### config.mk
export PLATFORM = sky130hd
export DESIGN_NAME = cpu_dma_bus_sm_flat
export DESIGN_NICKNAME = d
export VERILOG_FILES = /design/src/rtl/cpu_dma_pkg.sv /design/src/rtl/cpu_dma_bus_sm_if.sv /design/src/rtl/cpu_dma_timeout.sv /design/src/rtl/cpu_dma_bus_sm.sv /design/src/flat_wrapper.sv
export SDC_FILE = /design/constraint.sdc
export NUM_CORES = 1
export LEC_CHECK = 0
export ABC_AREA = 1
export ABC_CLOCK_PERIOD_IN_PS = 1250
export CORE_MARGIN = 2
export CORE_UTILIZATION = 35
export DETAILED_ROUTE_END_ITERATION = 6
export PLACE_DENSITY_LB_ADDON = 0.08
export SLEW_MARGIN = 10
export SYNTH_ARGS = -nofsm -noshare
export SYNTH_HDL_FRONTEND = slang
export SYNTH_SLANG_ARGS = --single-unit
### constraint.sdc
create_clock -name CLK -period 1.25 [get_ports CLK]
set_input_delay 0.125 -clock CLK [delete_from_list [all_inputs] [get_ports CLK]]
set_output_delay 0.125 -clock CLK [all_outputs]
set_load 0.02 [all_outputs]
### src/rtl/cpu_dma_pkg.sv
// Shared types and encodings for the CPU-side DMA bus-master state machine.
package cpu_dma_pkg;

    typedef enum logic [3:0] {
        IDLE,
        BREQ,
        OWN,
        ADDR,
        DATA,
        TERM,
        TERM16,
        ERROR,
        RELEASE
    } dma_state_t;

    localparam logic [1:0] SIZ_LONG = 2'b00;
    localparam logic [1:0] SIZ_WORD = 2'b10;

    // DSACK decode, ordered as {DSACK1_, DSACK0_}
    localparam logic [1:0] DSACK_32   = 2'b00;
    localparam logic [1:0] DSACK_16   = 2'b01;
    localparam logic [1:0] DSACK_8    = 2'b10;
    localparam logic [1:0] DSACK_NONE = 2'b11;

endpackage

### src/rtl/cpu_dma_bus_sm_if.sv
// 68030 bus-side signals of the DMA master: arbitration, strobes, sizing and termination.
interface cpu_dma_bus_sm_if;
    logic       BGRANT_;
    logic       DSACK0_;
    logic       DSACK1_;
    logic       BERR_;
    logic       BREQ_;
    logic       BGACK_;
    logic       AS_;
    logic       DS_;
    logic       RW;
    logic [1:0] SIZ;

    modport master (
        input  BGRANT_, DSACK0_, DSACK1_, BERR_,
        output BREQ_, BGACK_, AS_, DS_, RW, SIZ
    );

    modport slave (
        output BGRANT_, DSACK0_, DSACK1_, BERR_,
        input  BREQ_, BGACK_, AS_, DS_, RW, SIZ
    );
endinterface

### src/rtl/cpu_dma_timeout.sv
// Data-phase watchdog: loadable up-counter with clear and enable, flags when it reaches LIMIT.
module cpu_dma_timeout #(
    parameter int TO_WIDTH = 8,
    parameter int LIMIT    = 63
) (
    input  logic                clk,
    input  logic                rst_n,
    input  logic                clr,
    input  logic                en,
    input  logic                load,
    input  logic [TO_WIDTH-1:0] load_val,
    output logic                expired
);
    logic [TO_WIDTH-1:0] cnt_reg;

    always_ff @(posedge clk or negedge rst_n) begin
        if (!rst_n) begin
            cnt_reg <= '0;
        end else if (clr) begin
            cnt_reg <= '0;
        end else if (load) begin
            cnt_reg <= load_val;
        end else if (en) begin
            cnt_reg <= cnt_reg + 1'b1;
        end
    end

    assign expired = (cnt_reg == LIMIT[TO_WIDTH-1:0]);
endmodule

### src/rtl/cpu_dma_bus_sm.sv
// CPU-side DMA bus master: arbitrates for the 68030 bus and runs long/word bursts
// between the FIFO and memory with port sizing, burst limit, timeout and bus-error exit.
module cpu_dma_bus_sm
    import cpu_dma_pkg::*;
#(
    parameter int BURST_MAX = 4,
    parameter int TO_CYCLES = 64,
    parameter int TO_WIDTH  = 8
) (
    input  logic             CLK,
    input  logic             RST_,
    input  logic             DMAENA,
    input  logic             DMADIR,
    input  logic             FIFOEMPTY,
    input  logic             FIFOFULL,
    input  logic             FLUSHFIFO,
    input  logic             LASTWORD,
    input  logic             BOEQ3,
    input  logic             A1,
    cpu_dma_bus_sm_if.master bus,
    output logic             F2CPU,
    output logic             CPU2F,
    output logic             INCNO_L,
    output logic             INCNO_W,
    output logic             DONE,
    output logic             ERR
);
    dma_state_t state_reg, state_next;
    logic       dir_reg;
    logic       half_reg;
    logic       lw_reg;
    logic       err_reg;
    logic [1:0] siz_reg;
    logic [3:0] burst_reg;

    logic       start_ok, avail, more, to_expired;
    logic [1:0] siz_addr, dsack;

    cpu_dma_timeout #(
        .TO_WIDTH (TO_WIDTH),
        .LIMIT    (TO_CYCLES - 1)
    ) u_timeout (
        .clk      (CLK),
        .rst_n    (RST_),
        .clr      (state_reg == ADDR),
        .en       (state_reg == DATA),
        .load     (1'b0),
        .load_val ({TO_WIDTH{1'b0}}),
        .expired  (to_expired)
    );

    always_comb begin
        start_ok = DMAENA & ~err_reg &
                   (DMADIR ? (FIFOFULL | (FLUSHFIFO & ~FIFOEMPTY) | (FLUSHFIFO & LASTWORD))
                           : ~FIFOFULL);
        // the second half of a long on a 16-bit port is always a word
        siz_addr = (half_reg | A1 | (dir_reg & LASTWORD & ~BOEQ3)) ? SIZ_WORD : SIZ_LONG;
        avail    = dir_reg ? (~FIFOEMPTY | LASTWORD) : ~FIFOFULL;
        more     = (({1'b0, burst_reg} + 5'd1) < BURST_MAX[4:0]) & DMAENA & avail & ~lw_reg;
        dsack    = {bus.DSACK1_, bus.DSACK0_};
    end

    always_comb begin
        state_next = state_reg;
        case (state_reg)
            IDLE:    if (start_ok) state_next = BREQ;
            BREQ:    if (!bus.BGRANT_) state_next = OWN;
            OWN:     state_next = ADDR;
            ADDR:    state_next = DATA;
            DATA: begin
                if (!bus.BERR_ || to_expired) begin
                    state_next = ERROR;
                end else begin
                    case (dsack)
                        DSACK_32:   state_next = TERM;
                        DSACK_16:   state_next = (siz_reg == SIZ_LONG) ? TERM16 : TERM;
                        DSACK_8:    state_next = ERROR;
                        DSACK_NONE: state_next = DATA;
                        default:    state_next = DATA;
                    endcase
                end
            end
            TERM:    state_next = more ? ADDR : RELEASE;
            TERM16:  state_next = ADDR;
            ERROR:   state_next = RELEASE;
            RELEASE: state_next = IDLE;
            default: state_next = IDLE;
        endcase
    end

    always_ff @(posedge CLK or negedge RST_) begin
        if (!RST_) begin
            state_reg <= IDLE;
            dir_reg   <= 1'b0;
            half_reg  <= 1'b0;
            lw_reg    <= 1'b0;
            err_reg   <= 1'b0;
            siz_reg   <= SIZ_LONG;
            burst_reg <= 4'd0;
        end else begin
            state_reg <= state_next;
            if (state_reg == IDLE && start_ok) dir_reg <= DMADIR;
            if (state_reg == ADDR) begin
                siz_reg <= siz_addr;
                if (!half_reg) lw_reg <= dir_reg & LASTWORD;
            end
            if (state_reg == TERM16) begin
                half_reg <= 1'b1;
            end else if (state_reg == TERM || state_reg == ERROR) begin
                half_reg <= 1'b0;
            end
            if (state_reg == TERM) begin
                burst_reg <= burst_reg + 4'd1;
            end else if (state_reg == RELEASE) begin
                burst_reg <= 4'd0;
            end
            if (state_reg == ERROR) begin
                err_reg <= 1'b1;
            end else if (!DMAENA) begin
                err_reg <= 1'b0;
            end
        end
    end

    // Moore decode so an asynchronous reset drops every strobe at once
    always_comb begin
        bus.BREQ_  = (state_reg != BREQ);
        bus.BGACK_ = !(state_reg inside {OWN, ADDR, DATA, TERM, TERM16, ERROR});
        bus.AS_    = !(state_reg inside {ADDR, DATA});
        bus.DS_    = (state_reg != DATA);
        bus.RW     = (state_reg inside {ADDR, DATA, TERM, TERM16}) ? ~dir_reg : 1'b1;
        bus.SIZ    = SIZ_LONG;
        if (state_reg == ADDR) begin
            bus.SIZ = siz_addr;
        end else if (state_reg inside {DATA, TERM, TERM16, ERROR}) begin
            bus.SIZ = siz_reg;
        end
        F2CPU   = (state_reg == TERM) & dir_reg;
        CPU2F   = (state_reg == TERM) & ~dir_reg;
        INCNO_L = (state_reg == TERM) & (siz_reg == SIZ_LONG);
        INCNO_W = ((state_reg == TERM) & (siz_reg == SIZ_WORD)) | (state_reg == TERM16);
        // ERR is already set during the RELEASE that follows ERROR, which suppresses DONE
        DONE    = (state_reg == RELEASE) & ~err_reg;
        ERR     = err_reg;
    end
endmodule
### src/flat_wrapper.sv
// flat-port wrapper written by rule: the top's interface ports become plain ports
module cpu_dma_bus_sm_flat import cpu_dma_pkg::*;
#(
    parameter int BURST_MAX = 4,
    parameter int TO_CYCLES = 64,
    parameter int TO_WIDTH  = 8
)
  (CLK, RST_, DMAENA, DMADIR, FIFOEMPTY, FIFOFULL, FLUSHFIFO, LASTWORD, BOEQ3, A1, F2CPU, CPU2F, INCNO_L, INCNO_W, DONE, ERR, bus_BGRANT_, bus_DSACK0_, bus_DSACK1_, bus_BERR_, bus_BREQ_, bus_BGACK_, bus_AS_, bus_DS_, bus_RW, bus_SIZ);
  cpu_dma_bus_sm_if bus_i ();
  input  logic CLK;
  input  logic RST_;
  input  logic DMAENA;
  input  logic DMADIR;
  input  logic FIFOEMPTY;
  input  logic FIFOFULL;
  input  logic FLUSHFIFO;
  input  logic LASTWORD;
  input  logic BOEQ3;
  input  logic A1;
  output logic F2CPU;
  output logic CPU2F;
  output logic INCNO_L;
  output logic INCNO_W;
  output logic DONE;
  output logic ERR;
  input wire logic [$bits(bus_i.BGRANT_)-1:0] bus_BGRANT_;
  input wire logic [$bits(bus_i.DSACK0_)-1:0] bus_DSACK0_;
  input wire logic [$bits(bus_i.DSACK1_)-1:0] bus_DSACK1_;
  input wire logic [$bits(bus_i.BERR_)-1:0] bus_BERR_;
  output wire logic [$bits(bus_i.BREQ_)-1:0] bus_BREQ_;
  output wire logic [$bits(bus_i.BGACK_)-1:0] bus_BGACK_;
  output wire logic [$bits(bus_i.AS_)-1:0] bus_AS_;
  output wire logic [$bits(bus_i.DS_)-1:0] bus_DS_;
  output wire logic [$bits(bus_i.RW)-1:0] bus_RW;
  output wire logic [$bits(bus_i.SIZ)-1:0] bus_SIZ;
  assign bus_i.BGRANT_ = bus_BGRANT_;
  assign bus_i.DSACK0_ = bus_DSACK0_;
  assign bus_i.DSACK1_ = bus_DSACK1_;
  assign bus_i.BERR_ = bus_BERR_;
  assign bus_BREQ_ = bus_i.BREQ_;
  assign bus_BGACK_ = bus_i.BGACK_;
  assign bus_AS_ = bus_i.AS_;
  assign bus_DS_ = bus_i.DS_;
  assign bus_RW = bus_i.RW;
  assign bus_SIZ = bus_i.SIZ;
  cpu_dma_bus_sm #(.BURST_MAX(BURST_MAX), .TO_CYCLES(TO_CYCLES), .TO_WIDTH(TO_WIDTH)) u_core (.CLK(CLK), .RST_(RST_), .DMAENA(DMAENA), .DMADIR(DMADIR), .FIFOEMPTY(FIFOEMPTY), .FIFOFULL(FIFOFULL), .FLUSHFIFO(FLUSHFIFO), .LASTWORD(LASTWORD), .BOEQ3(BOEQ3), .A1(A1), .bus(bus_i), .F2CPU(F2CPU), .CPU2F(CPU2F), .INCNO_L(INCNO_L), .INCNO_W(INCNO_W), .DONE(DONE), .ERR(ERR));
endmodule
==> metrics.cfg <==
[placement]
place_hpwl_um = 2900
pre_cts_slack_ns = -0.519
gp_congestion = 0.883
port_buffers = 25

[floorplan]
initial_core_util_pct = 36.1
coreArea_um2 = 3610
fp.dieW_um = 64.9
die_area_um2 = 4220
ios = 27
num_rows = 22
die-height_um = 64.9

[finish]
nFillCells = 312
area_delta_synth_final_pct = 79.9
largest_reg_flops = 8
ff_latch_area_um2 = 528
diodes = 0
drive_gt1_share_pct = 45.7
mostFrequentLayoutCell = nand2_1
final_nets = 275
multiInputGateArea_um2 = 887
final_cell_mix = nand2_1, buf_4, inv_1
finish.utilization_pct = 64.9

[routing]
post_drt_wl_per_cell_um = 13.5
postRouteAntennaNets = 0
drt_iter0_drc = 55
dr_total_vias = 1478
via_per_inst = 4.83
remaining_drc_errors = 0
dr.pass1.iters = 4
drt_wl_total_um = 4120

[sta]
fin_crit_sh_pct = 128
maxSlewViolCount = 0
setup_viol = 29
rsz0062_at_grt = yes
fmax_mhz = 625
setup_ws_ns = -0.351
tns_ns = -5.42
finalCriticalPeriod_ns = 1.60
finalHoldViolCount = 0
finalClockSkew_ns = 0.00137

[critical_path]
crit_family = flip-flops
start_kind = register
cp-end-kind = primary output
crit_slowest_cell = dfrtp_2
cpMostUsedCell = nand2_4
cp.required_ns = 1.12
critPathMaxStageDelay_ns = 0.50
cp_num_buf_inv = 2
arrival_ns = 1.48
worstSetupPathType = reg2out
crit_fanout = 7
cp_cell_sequence = nand2_2 -> inv_2 -> nand2_4 -> nand2_4 -> o31ai_4 -> buf_6

[power]
power.switching_mw = 2.17
pwr-share-clk_pct = 9.5
combinationalPowerShare_pct = 68.4
ir_worst_vdd_uv = 1350
power.share.sequential_pct = 22.1
internal_power_mw = 2.75
p_leak_nw = 1.16
switching_share_pct = 44.0
power_density_nw_per_um2 = 2100

[logic_synthesis]
yosysWarnings = 0
avgSynthCellArea_um2 = 7.03
ys_types = 27
synthesis.area_um2 = 1300
syn_inst = 185
synth-seq-area-share_pct = 40.4
synth_nets = 201
yosys_register_bits = 21

[global_routing]
overflow = 0
grt_pass1_wl_um = 6580
grt_pass1_vias = 1494
grt_usage_pct = 20.0
grt_max_degree = 22
antenna_found_initial = 0

[clocking]
cts.clk_slew.worst_paths_ns = 0.08
tritoncts = done
h-tree-depth = 1
cts_max_path_buffers = 2
clock-sinks = 21
cts_buffers = 3
clk_latency_ns = 0.26
cts_root_buf = clkbuf_8

[min_path]
hold_class = in2async

[status]
status = finished with violations
violations = negative setup slack

[run]
drv_cap = 0

==> routing by layer <==
layer,GRT usage (%),part of all wire (%)
met1,25.1,41
met2,36.1,54
met3,2.43,3.6
met4,5.32,1.8
met5,0,0
==> cell families after synthesis <==
family / after synthesis / synth area share, %
buf+inv: 36 / 10.8
other cells: 1 / 0.288
simple gates: 102 / 36.6
flops: 21 / 40.4
compound gates: 23 / 10.0
fa+ha+maj: 2 / 1.92
==> worst reg2reg max path: stages (launching register included) <==
cell      delay [ns]
dfrtp_1         0.42
inv_2           0.10
nand2_4         0.07
nor3_4          0.26
buf_6           0.15
buf_4           0.10
buf_6           0.11
nand3_4         0.08
nand3b_1        0.10
nand2_1         0.05
inv_1           0.04
==> stage by stage <==
step / hold slack, ns / instances / power, mW / area [um^2]
after CTS: 0.207 / 302 / 4.46 / 2170
after global routing: 0.224 / 306 / 5.24 / 2340
after detailed placement: 0.471 / 291 / 3.51 / 1900
after floorplan: -0.171 / 185 / 2.26 / 1340
final: 0.203 / 306 / 4.92 / 2340
after global placement: 0.455 / 291 / 3.45 / 1900
==> what timing repair did <==
| item | 4_1_cts | 5_1_grt |
|---|---|---|
| buffers inserted | 8 | 6 |
| gates resized for setup | 104 | 38 |
| hold buffers | 0 | 0 |
| pin swaps | 12 | 10 |
| setup endpoints to repair | 27 | 29 |
| gates cloned | 1 | 0 |
==> power groups by stage <==
stage,Combinational [mW],Clock (mW),Sequential (mW)
5_1_grt,3.63,0.504,1.11
2_1_floorplan,1.18,0,1.09
4_1_cts,2.92,0.476,1.07
6_report,3.36,0.466,1.09
3_5_place_dp,2.45,0,1.06
3_3_place_gp,2.40,0,1.05
==> area by class of cell <==
class	count	area share, %
clock buffers	3	1.77
clock inverters	1	0.214
inverters	34	5.67
multi-input cells	128	37.9
flip-flops and latches	21	22.6
well taps	48	2.57
repair buffers	71	29.3
==> cell usage after synthesis <==
cell type,number,area [um^2]
o41ai_1,1,8.76
nand2_4,1,11.3
o31ai_1,2,15.0
conb_1,1,3.75
a21oi_1,6,30.0
ha_1,2,25.0
o21ai_1,4,20.0
nor2_1,21,78.8
nor2_8,1,20.0
nand3b_1,1,7.51
nor3_4,1,16.3
inv_1,30,113
nor2_2,1,6.26
nand4_1,3,18.8
buf_2,1,5.00
nand3_2,1,10.0
a22o_1,1,8.76
nand3_1,13,65.1
nand4_2,1,12.5
nand2_2,3,18.8
nand2_1,52,195
o21ai_0,7,35.0
dfrtp_1,21,526
inv_2,4,15.0
nor3_1,3,15.0
buf_4,1,7.51
o22ai_1,2,12.5
==> final timing paths <==
check	start	endpoint	slack, ns	cells after the start
setup / recovery	u_core.state_reg[1]$_DFFE_PN0P_	bus_RW	-0.35	6
hold / removal	RST_	u_core.u_timeout.cnt_reg[4]$_DFFE_PN0N_	0.20	2
setup reg to reg	u_core.state_reg[3]$_DFFE_PN0P_	u_core.state_reg[1]$_DFFE_PN0P_	-0.30	10
hold reg to reg	u_core.u_timeout.cnt_reg[6]$_DFFE_PN0N_	u_core.u_timeout.cnt_reg[6]$_DFFE_PN0N_	0.49	1
max in group asynchronous	RST_	u_core.state_reg[2]$_DFFE_PN0P_	0.80	2
min in group CLK	DMADIR	u_core.dir_reg$_DFFE_PN0P_	0.46	3
Note: power is estimated with default switching activity, not from simulation.
